[src/rtl/usb_tx_pkg.sv]
// Shared constants, FSM state type and PID classification helpers for the USB TX packet builder.
package usb_tx_pkg;

    localparam logic [3:0] PID_DATA0 = 4'b0011;
    localparam logic [3:0] PID_DATA1 = 4'b1011;
    localparam logic [3:0] PID_ACK   = 4'b0010;
    localparam logic [3:0] PID_NAK   = 4'b1010;
    localparam logic [3:0] PID_STALL = 4'b1110;

    localparam logic [7:0]  SYNC_BYTE       = 8'h80;
    localparam logic [15:0] CRC16_POLY_REFL = 16'hA001;
    localparam logic [15:0] CRC16_INIT      = 16'hFFFF;

    typedef enum logic [2:0] {
        ST_IDLE,
        ST_SYNC_PID,
        ST_FETCH,
        ST_DRAIN,
        ST_CRC,
        ST_DONE
    } tx_state_e;

    function automatic logic pid_is_data(input logic [3:0] pid);
        return (pid == PID_DATA0) || (pid == PID_DATA1);
    endfunction

    function automatic logic pid_is_handshake(input logic [3:0] pid);
        return (pid == PID_ACK) || (pid == PID_NAK) || (pid == PID_STALL);
    endfunction

endpackage

[src/rtl/usb_crc16.sv]
// Byte-wide reflected CRC16 next-state: folds one byte, LSB first, into crc_in.
module usb_crc16
    import usb_tx_pkg::*;
(
    input  logic [15:0] crc_in,
    input  logic [7:0]  byte_in,
    output logic [15:0] crc_out
);

    logic [15:0] c;

    always_comb begin
        c = crc_in;
        for (int i = 0; i < 8; i++) begin
            c = c ^ {15'b0, byte_in[i]};
            c = c[0] ? ((c >> 1) ^ CRC16_POLY_REFL) : (c >> 1);
        end
        crc_out = c;
    end

endmodule

[src/rtl/usb_tx_packet_builder.sv]
// Builds a flat LSB-first USB TX packet (SYNC, PID, payload, CRC16) from a start strobe and the TX FIFO.
//
// state    | meaning
// IDLE     | waiting for start; requests validated here
// SYNC_PID | write SYNC and PID fields
// FETCH    | pop one FIFO byte per cycle, n cycles
// DRAIN    | capture the last popped byte
// CRC      | write complemented CRC16 field
// DONE     | packet complete, one-cycle pulse
module usb_tx_packet_builder
    import usb_tx_pkg::*;
#(
    parameter int MAX_DATA_BYTES = 64,
    parameter int PKT_W          = 8 * (MAX_DATA_BYTES + 4),
    parameter int CNT_W          = $clog2(PKT_W + 1),
    parameter int BC_W           = $clog2(MAX_DATA_BYTES + 1)
)
(
    input  logic             clk,
    input  logic             n_rst,
    input  logic             start,
    input  logic             abort,
    input  logic [3:0]       pID,
    input  logic [BC_W-1:0]  byte_count,
    input  logic [7:0]       TX_Packet_Data,
    output logic             Get_TX_Packet_Data,
    output logic             busy,
    output logic             packet_load_complete_TX,
    output logic             pid_err,
    output logic [CNT_W-1:0] packet_counter_TX,
    output logic [PKT_W-1:0] packet_TX
);

    localparam logic [BC_W-1:0] MAX_BC = BC_W'(MAX_DATA_BYTES);

    tx_state_e        state_q, state_d;
    logic [3:0]       pid_q;
    logic [BC_W-1:0]  fetch_cnt;
    logic [15:0]      crc_q, crc_next;
    logic             get_q;
    logic             req_valid, start_ok, start_err;

    usb_crc16 u_crc16 (
        .crc_in  (crc_q),
        .byte_in (TX_Packet_Data),
        .crc_out (crc_next)
    );

    assign req_valid = (pid_is_data(pID) && (byte_count <= MAX_BC)) ||
                       (pid_is_handshake(pID) && (byte_count == '0));
    assign start_ok  = (state_q == ST_IDLE) && start && !abort && req_valid;
    assign start_err = (state_q == ST_IDLE) && start && !abort && !req_valid;

    assign busy                    = (state_q != ST_IDLE);
    assign packet_load_complete_TX = (state_q == ST_DONE) && !abort;

    always_ff @(posedge clk or negedge n_rst) begin
        if (!n_rst) state_q <= ST_IDLE;
        else        state_q <= state_d;
    end

    always_comb begin
        state_d            = state_q;
        Get_TX_Packet_Data = 1'b0;
        unique case (state_q)
            ST_IDLE:     if (start_ok) state_d = ST_SYNC_PID;
            ST_SYNC_PID: begin
                if (pid_is_handshake(pid_q)) state_d = ST_DONE;
                else if (fetch_cnt == '0)    state_d = ST_CRC;
                else                         state_d = ST_FETCH;
            end
            ST_FETCH: begin
                Get_TX_Packet_Data = 1'b1;
                if (fetch_cnt == BC_W'(1)) state_d = ST_DRAIN;
            end
            ST_DRAIN:    state_d = ST_CRC;
            ST_CRC:      state_d = ST_DONE;
            ST_DONE:     state_d = ST_IDLE;
            default:     state_d = ST_IDLE;
        endcase
        if (abort) begin
            state_d            = ST_IDLE;
            Get_TX_Packet_Data = 1'b0;
        end
    end

    // packet_counter_TX doubles as the write pointer for the next field.
    always_ff @(posedge clk or negedge n_rst) begin
        if (!n_rst) begin
            pid_err           <= 1'b0;
            get_q             <= 1'b0;
            pid_q             <= '0;
            fetch_cnt         <= '0;
            crc_q             <= CRC16_INIT;
            packet_counter_TX <= '0;
            packet_TX         <= '0;
        end else begin
            pid_err <= start_err;
            get_q   <= Get_TX_Packet_Data;
            if (start_ok) begin
                pid_q             <= pID;
                fetch_cnt         <= byte_count;
                crc_q             <= CRC16_INIT;
                packet_counter_TX <= '0;
                packet_TX         <= '0;
            end else begin
                if (state_q == ST_SYNC_PID) begin
                    packet_TX[15:0]   <= {~pid_q, pid_q, SYNC_BYTE};
                    packet_counter_TX <= CNT_W'(16);
                end
                if (Get_TX_Packet_Data)
                    fetch_cnt <= fetch_cnt - BC_W'(1);
                if (get_q) begin
                    packet_TX[packet_counter_TX +: 8] <= TX_Packet_Data;
                    packet_counter_TX                 <= packet_counter_TX + CNT_W'(8);
                    crc_q                             <= crc_next;
                end
                if (state_q == ST_CRC) begin
                    packet_TX[packet_counter_TX +: 16] <= ~crc_q;
                    packet_counter_TX                  <= packet_counter_TX + CNT_W'(16);
                end
            end
        end
    end

endmodule

[config.mk]
export PLATFORM = sky130hd
export DESIGN_NAME = usb_tx_packet_builder
export DESIGN_NICKNAME = d
export VERILOG_FILES = /design/src/rtl/usb_tx_pkg.sv /design/src/rtl/usb_crc16.sv /design/src/rtl/usb_tx_packet_builder.sv
export SDC_FILE = /design/constraint.sdc
export NUM_CORES = 2
export LEC_CHECK = 0
export ABC_AREA = 1
export BUFFER_PORTS_ARGS = -buffer_cell sky130_fd_sc_hd__buf_4
export CAP_MARGIN = 20
export CORE_MARGIN = 5
export CORE_UTILIZATION = 45
export CTS_CLUSTER_DIAMETER = 150
export CTS_CLUSTER_SIZE = 8
export DETAILED_ROUTE_END_ITERATION = 12
export PLACE_DENSITY = 0.68
export SLEW_MARGIN = 20
export SYNTH_ARGS = -nofsm -noshare
export SYNTH_HDL_FRONTEND = slang
export SYNTH_SLANG_ARGS = --single-unit
[constraint.sdc]
create_clock -name clk -period 3.7 [get_ports clk]
set_input_delay 0.74 -clock clk [delete_from_list [all_inputs] [get_ports clk]]
set_output_delay 0.74 -clock clk [all_outputs]
set_load 0.1 [all_outputs]
Word level (Yosys, flattened, before mapping):

Index checks and enable logic that the tools add are counted.
W data, S select, Z words.

* add/sub/neg operators: 4
* magnitude comparators: 1
* eq/ne operators: 16
* shift operators: 4
* muxes and demuxes: 32
* bitwise gates (word level): 18
* reduce and logical (&&, ||, !) cells: 23

Operators by type and width (count)
* $mux W544: 4
* $bwmux W544: 2
* $shift A16 B12 Y544 const A: 1
* $shift A8 B12 Y544 const A: 1
* $shiftx A16 B12 Y544: 1
* $shiftx A8 B12 Y544: 1
* $mux W16: 12
* $xor A16 B1 Y16: 8
* $mux W10: 4
* $not A2 Y3: 8
* $eq A4 B4 Y1 const B: 5
* $not A16 Y16: 1
* $mux W3: 5
* $pmux W3 S5: 1
* $logic_not A7 Y1: 2
* $mux W7: 2
* $eq A4 B2 Y1 const B: 3
* $neg A10 Y12: 1
* $add A10 B4 Y10 const B: 1
* $add A10 B5 Y10 const B: 1
* $eq A7 B1 Y1 const B: 1
* $le A7 B7 Y1 const B: 1
* $logic_and A1 B1 Y1: 7
* $sub A7 B1 Y7 const B: 1
* other kinds (13): 24

* flip-flop bits (word level): 586
* input bits: 23
* output and inout port bits: 558
* word-level logic and storage cells: 106

Depth between registers and ports, before layout:

* word-level depth: 26
* gate-level depth with buffers: 20
* gate-level depth less buffers: 17

Cells and area by module:

From an unflattened synthesis, not the netlist that was laid out.

* cell total of the unflattened synthesis: 5279
* area, all modules: 36078.4 sq um

By module, submodules not included
* usb_tx_packet_builder: instances 1, cells an instance 5205, area each 35595.4 sq um, sequential area each 14609.0 sq um
* usb_crc16: instances 1, cells an instance 74, area each 483.0 sq um, sequential area each 0.0 sq um

Worst setup path before layout:

Ideal clock, no wire load.

* kind: input port to output port
* start: in abort
* end: out packet_load_complete_TX
* data arrival time: 3699 ps
* path slack: -739 ps
* stages on the path: 1
* path buffers: 0
* cell sequence: nor4_1

* longest elaborated chain between the ends: 2

Ends and longest elaborated chain
* from (decl): line usb_tx_packet_builder.sv:22 `input logic abort,`
* $logic_not A1 Y1: line usb_tx_packet_builder.sv:55 `assign packet_load_complete_TX = (state_q == ST_DONE) && !abort;`
* $logic_and A1 B1 Y1: line usb_tx_packet_builder.sv:55
* to (decl): line usb_tx_packet_builder.sv:28 `output logic packet_load_complete_TX,`

Every way passes these cells.

Worst setup path in the final report:

* start: reg packet_counter_TX[4]
* end: reg packet_TX[21]

* longest elaborated chain between the ends: 8
* elaborated cells between the ends (all ways): 11
* classes of those cells: add/sub (1); shift (4); mux (6)

Ends and longest elaborated chain
* from (decl): line usb_tx_packet_builder.sv:30 `output logic [CNT_W-1:0] packet_counter_TX,`
* from (signal assigned): line usb_tx_packet_builder.sv:115 `packet_counter_TX <= packet_counter_TX + CNT_W'(8);`
* from (signal assigned): line usb_tx_packet_builder.sv:120 `packet_counter_TX <= packet_counter_TX + CNT_W'(16);`
* $neg A10 Y12 (*): line usb_tx_packet_builder.sv:114, usb_tx_packet_builder.sv:119
* $shiftx A8 B12 Y544 or $shift A8 B12 Y544 (tied branches): line usb_tx_packet_builder.sv:114 `packet_TX[packet_counter_TX +: 8] <= TX_Packet_Data;`
* $bwmux W544: line usb_tx_packet_builder.sv:114
* $mux W544: line usb_tx_packet_builder.sv:113 `if (get_q) begin`
* $mux W544: line usb_tx_packet_builder.sv:100 `if (start_ok) begin`
* $bwmux W544: line usb_tx_packet_builder.sv:119 `packet_TX[packet_counter_TX +: 16] <= ~crc_q;`
* $mux W544 (*): line usb_tx_packet_builder.sv:118 `if (state_q == ST_CRC) begin`
* $mux W544 (*): line usb_tx_packet_builder.sv:100
* to (signal, indexed assignment): line usb_tx_packet_builder.sv:114
* to (signal, indexed assignment): line usb_tx_packet_builder.sv:119
* to (decl): line usb_tx_packet_builder.sv:31 `output logic [PKT_W-1:0] packet_TX`

Mark *: on every way between the ends. The rest lies on a longest branch, timed or not. The select of a mux whose other input is x is not followed.
A chain may end at the register's enable or synchronous reset.

==> flow_metrics.env <==
export IMPL_outcome="finished clean"
export IMPL_io_buffers=577
export IMPL_drive_gt1_share_pct=17.0
export IMPL_place_congestion=1.03
export IMPL_num_nets_final=5890
export IMPL_drt_iter0_markers=6173
export IMPL_wl_per_cell_um=27.0
export IMPL_path_cells="inv_1, ha_1, nand3_2, nor2_4, buf_4, nor2_1, inv_1, o21ai_0, nand3_1, nor3_1, buf_4, nand2_1, a21oi_1"
export IMPL_startpoint_type="flip-flop"
export IMPL_clk_pin_slew_ns=0.06
export IMPL_crit_type="flip-flop to flip-flop"
export IMPL_numCtsBuffers=82
export IMPL_root_buffer="clkbuf_16"
export IMPL_coreArea_um2=78500
export IMPL_slowest_stage="o21ai_0"
export IMPL_vias_per_cell=6.06
export IMPL_cts_buffer_depth=3
export IMPL_setup_viol=0
export IMPL_skew_ns=0.0205
export IMPL_area_delta_synth_final_pct=23.8
export IMPL_dieArea_um2=84500
export IMPL_max_stage_delay_ns=0.62
export IMPL_grt_pass1_vias=39300
export IMPL_end_kind="flip-flop"
export IMPL_grt_ovfl_total=0
export IMPL_die_h_um=291
export IMPL_antenna_left=0
export IMPL_synth_distinct_cells=54
export IMPL_seq_area_frac_synth_pct=41.2
export IMPL_async_flop_share_pct=100
export IMPL_final_cell_mix="1552 x nand2_1, 745 x buf_4, 565 x dfrtp_1, 516 x inv_1, 509 x nor2_1"
export IMPL_grt_max_degree=142
export IMPL_grt_first_pass_wirelength_um=269000
export IMPL_grtUsageTotal_pct=42.1
export IMPL_worstPathArrival_ns=4.22
export IMPL_yosysWarnings=0
export IMPL_holdBufCountCts=0
export IMPL_period_needed_ns=3.66
export IMPL_netlist_instances=5297
export IMPL_fin_ws_ns=0.0371
export IMPL_fin_area_um2=43900
export IMPL_slew_limit_headroom_pct=25.0
export IMPL_synth_edff_count=0
export IMPL_cts_tree="yes"
export IMPL_drv_cap=0
export IMPL_placed_area_um2=41500
export IMPL_cts_sinks=583
export IMPL_rr_worst_depth=13
export IMPL_cts_htree_levels=3
export IMPL_min_path_type="primary input to asynchronous set/reset pin"
export IMPL_num_vias=42000
export IMPL_syn_area_um2=35400
export IMPL_crit_start="packet_counter_TX[4]$_DFFE_PN0P_"
export IMPL_drc=0
export IMPL_r2r_end="packet_TX[21]$_DFF_PN0_"
export IMPL_antenna_found_initial=10
export IMPL_start_util_pct=45.2
export IMPL_required_ns=4.25
export IMPL_wl_um=187000
export IMPL_dp_hpwl_um=136000
export IMPL_ys_flop_type="dfrtp_1"
export IMPL_finalMaxSlewViolations=0
export IMPL_fill_cells=7801
export IMPL_layout_commonest_cell="nand2_1"
export IMPL_num_rows=103
export IMPL_pre_cts_slack_ns=0.0593
export IMPL_ys_ff_latch=583
export IMPL_rsz0062_at_grt="yes"
export IMPL_clock_latency_ns=0.64
export IMPL_clock_fmax_mhz=273
export IMPL_die_x_um=291
export IMPL_hold_violations=0
export IMPL_r2r_start="packet_counter_TX[4]$_DFFE_PN0P_"
export IMPL_path_max_fanout=11
export IMPL_drtPass1Iterations=9
export IMPL_post_route_period_util_pct=99.0
export IMPL_worst_slew_pin_slew_ns=1.12
export IMPL_finalSetupTns_ns=0
export IMPL_ff2ff_setup_slack_ns=0.04
export IMPL_synth_area_per_cell_um2=6.69
export IMPL_ioPinCount=581
[critical path, delay by kind of cell, from the launching register on]
family	cells	cell delay [ns]
fa+ha+maj	1	0.23
buf+inv	4	0.66
flops	1	0.40
simple gates	6	1.51
compound gates	2	0.77
[flip-flops by register name (all words and copies together) (netlist names)]
register           cells
fetch_cnt              7
get_q                  1
state_q                3
pid_q                  4
crc_q                 16
packet_TX            544
pid_err                1
packet_counter_TX      7
[cell families (layout without fill, tap and decap cells)]
| logic type | Yosys count | after routing | synth area share, % |
|---|---|---|---|
| and+or+nand+nor | 2761 | 2761 | 32.5 |
| AOI/OAI and AO/OA | 1097 | 1097 | 16.7 |
| buffers and inverters | 837 | 1417 | 9.08 |
| DFF | 583 | 583 | 41.2 |
| xor gates and xnor gates | 11 | 11 | 0.272 |
| adders and majority gates | 7 | 7 | 0.247 |
| other | 1 | 8 | 0.0106 |
[routing by layer]
metal / part of all wire (%) / routed length, µm / vias up / track usage (%)
met2: 42 / 78400 / 3086 / 61.5
met4: 7.8 / 14600 / 6 / 26.3
met1: 37 / 69500 / 19800 / 54.7
li1: - / - / 18300 / -
met5: 0.057 / 106 / - / 0
met3: 13 / 24400 / 788 / 12.4
[cell usage after synthesis, types with 3 or more instances]
| cell type | instances | share of area (%) |
|---|---|---|
| a21oi_1 | 442 | 6.2 |
| a22oi_1 | 17 | 0.36 |
| a31oi_1 | 24 | 0.42 |
| a32oi_1 | 3 | 0.074 |
| and3_1 | 5 | 0.088 |
| buf_1 | 31 | 0.33 |
| buf_2 | 46 | 0.65 |
| buf_4 | 4 | 0.085 |
| clkbuf_1 | 204 | 2.2 |
| clkinv_1 | 6 | 0.064 |
| dfrtp_1 | 567 | 40 |
| dfstp_2 | 16 | 1.2 |
| ha_1 | 7 | 0.25 |
| inv_1 | 519 | 5.5 |
| inv_2 | 26 | 0.28 |
| nand2_1 | 1559 | 17 |
| nand2_2 | 10 | 0.18 |
| nand3_1 | 498 | 7.0 |
| nand3_2 | 3 | 0.085 |
| nand3b_1 | 4 | 0.085 |
| nand4_1 | 48 | 0.85 |
| nor2_1 | 515 | 5.5 |
| nor2_2 | 23 | 0.41 |
| nor2_4 | 14 | 0.44 |
| nor3_1 | 53 | 0.75 |
| o211ai_1 | 78 | 1.7 |
| o21ai_0 | 465 | 6.6 |
| o21ai_1 | 8 | 0.11 |
| o21ai_2 | 8 | 0.20 |
| o21bai_1 | 14 | 0.30 |
| o22ai_1 | 19 | 0.34 |
| o31ai_1 | 6 | 0.13 |
| or2_2 | 20 | 0.35 |
| xnor2_1 | 6 | 0.15 |
| xor2_1 | 5 | 0.12 |
[repair_timing]
| action | 4_1_cts | 5_1_grt |
|---|---|---|
| endpoints found under the setup margin | 0 | 89 |
| setup buffers | 0 | 3 |
| gates resized for setup | 0 | 16 |
[metrics by stage]
step | std cells | utilization [%] | hold slack [ns]
final | 6934 | 55.9 | 0.0623
after global routing | 6930 | 55.9 | 0.0949
after CTS | 6926 | 55.8 | 0.0662
after floorplan | 5299 | - | 0.444
after detailed placement | 6823 | 52.9 | 0.468
after global placement | 6822 | 52.9 | 0.464
[worst max-delay path by stage]
stage / depth (start not counted) / to / slack [ns]
CTS: 15 / packet_TX[126]$_DFF_PN0_ / 0.05
global route: 15 / packet_TX[318]$_DFF_PN0_ / -0.04
finish: 13 / packet_TX[21]$_DFF_PN0_ / 0.04
detailed placement: 15 / packet_TX[126]$_DFF_PN0_ / 0.06
global placement: 15 / packet_TX[126]$_DFF_PN0_ / -0.04
floorplan: 14 / packet_TX[354]$_DFF_PN0_ / 0.17
[area by class of cell]
cell class | instances | area, µm² | area share (%)
diodes | 5 | 12.5 | 0.0285
clock buffers | 99 | 2180 | 4.97
clock inverters | 4 | 61.3 | 0.140
inverters | 552 | 2090 | 4.76
multi-input cells | 3879 | 17700 | 40.3
flip-flops and latches | 583 | 14600 | 33.3
well taps | 1050 | 1310 | 2.99
repair buffers | 762 | 5920 | 13.5
Power is left out: the tool's default activity adds up to more than one toggle a clock period on the data nets, which glitch-free logic cannot reach.
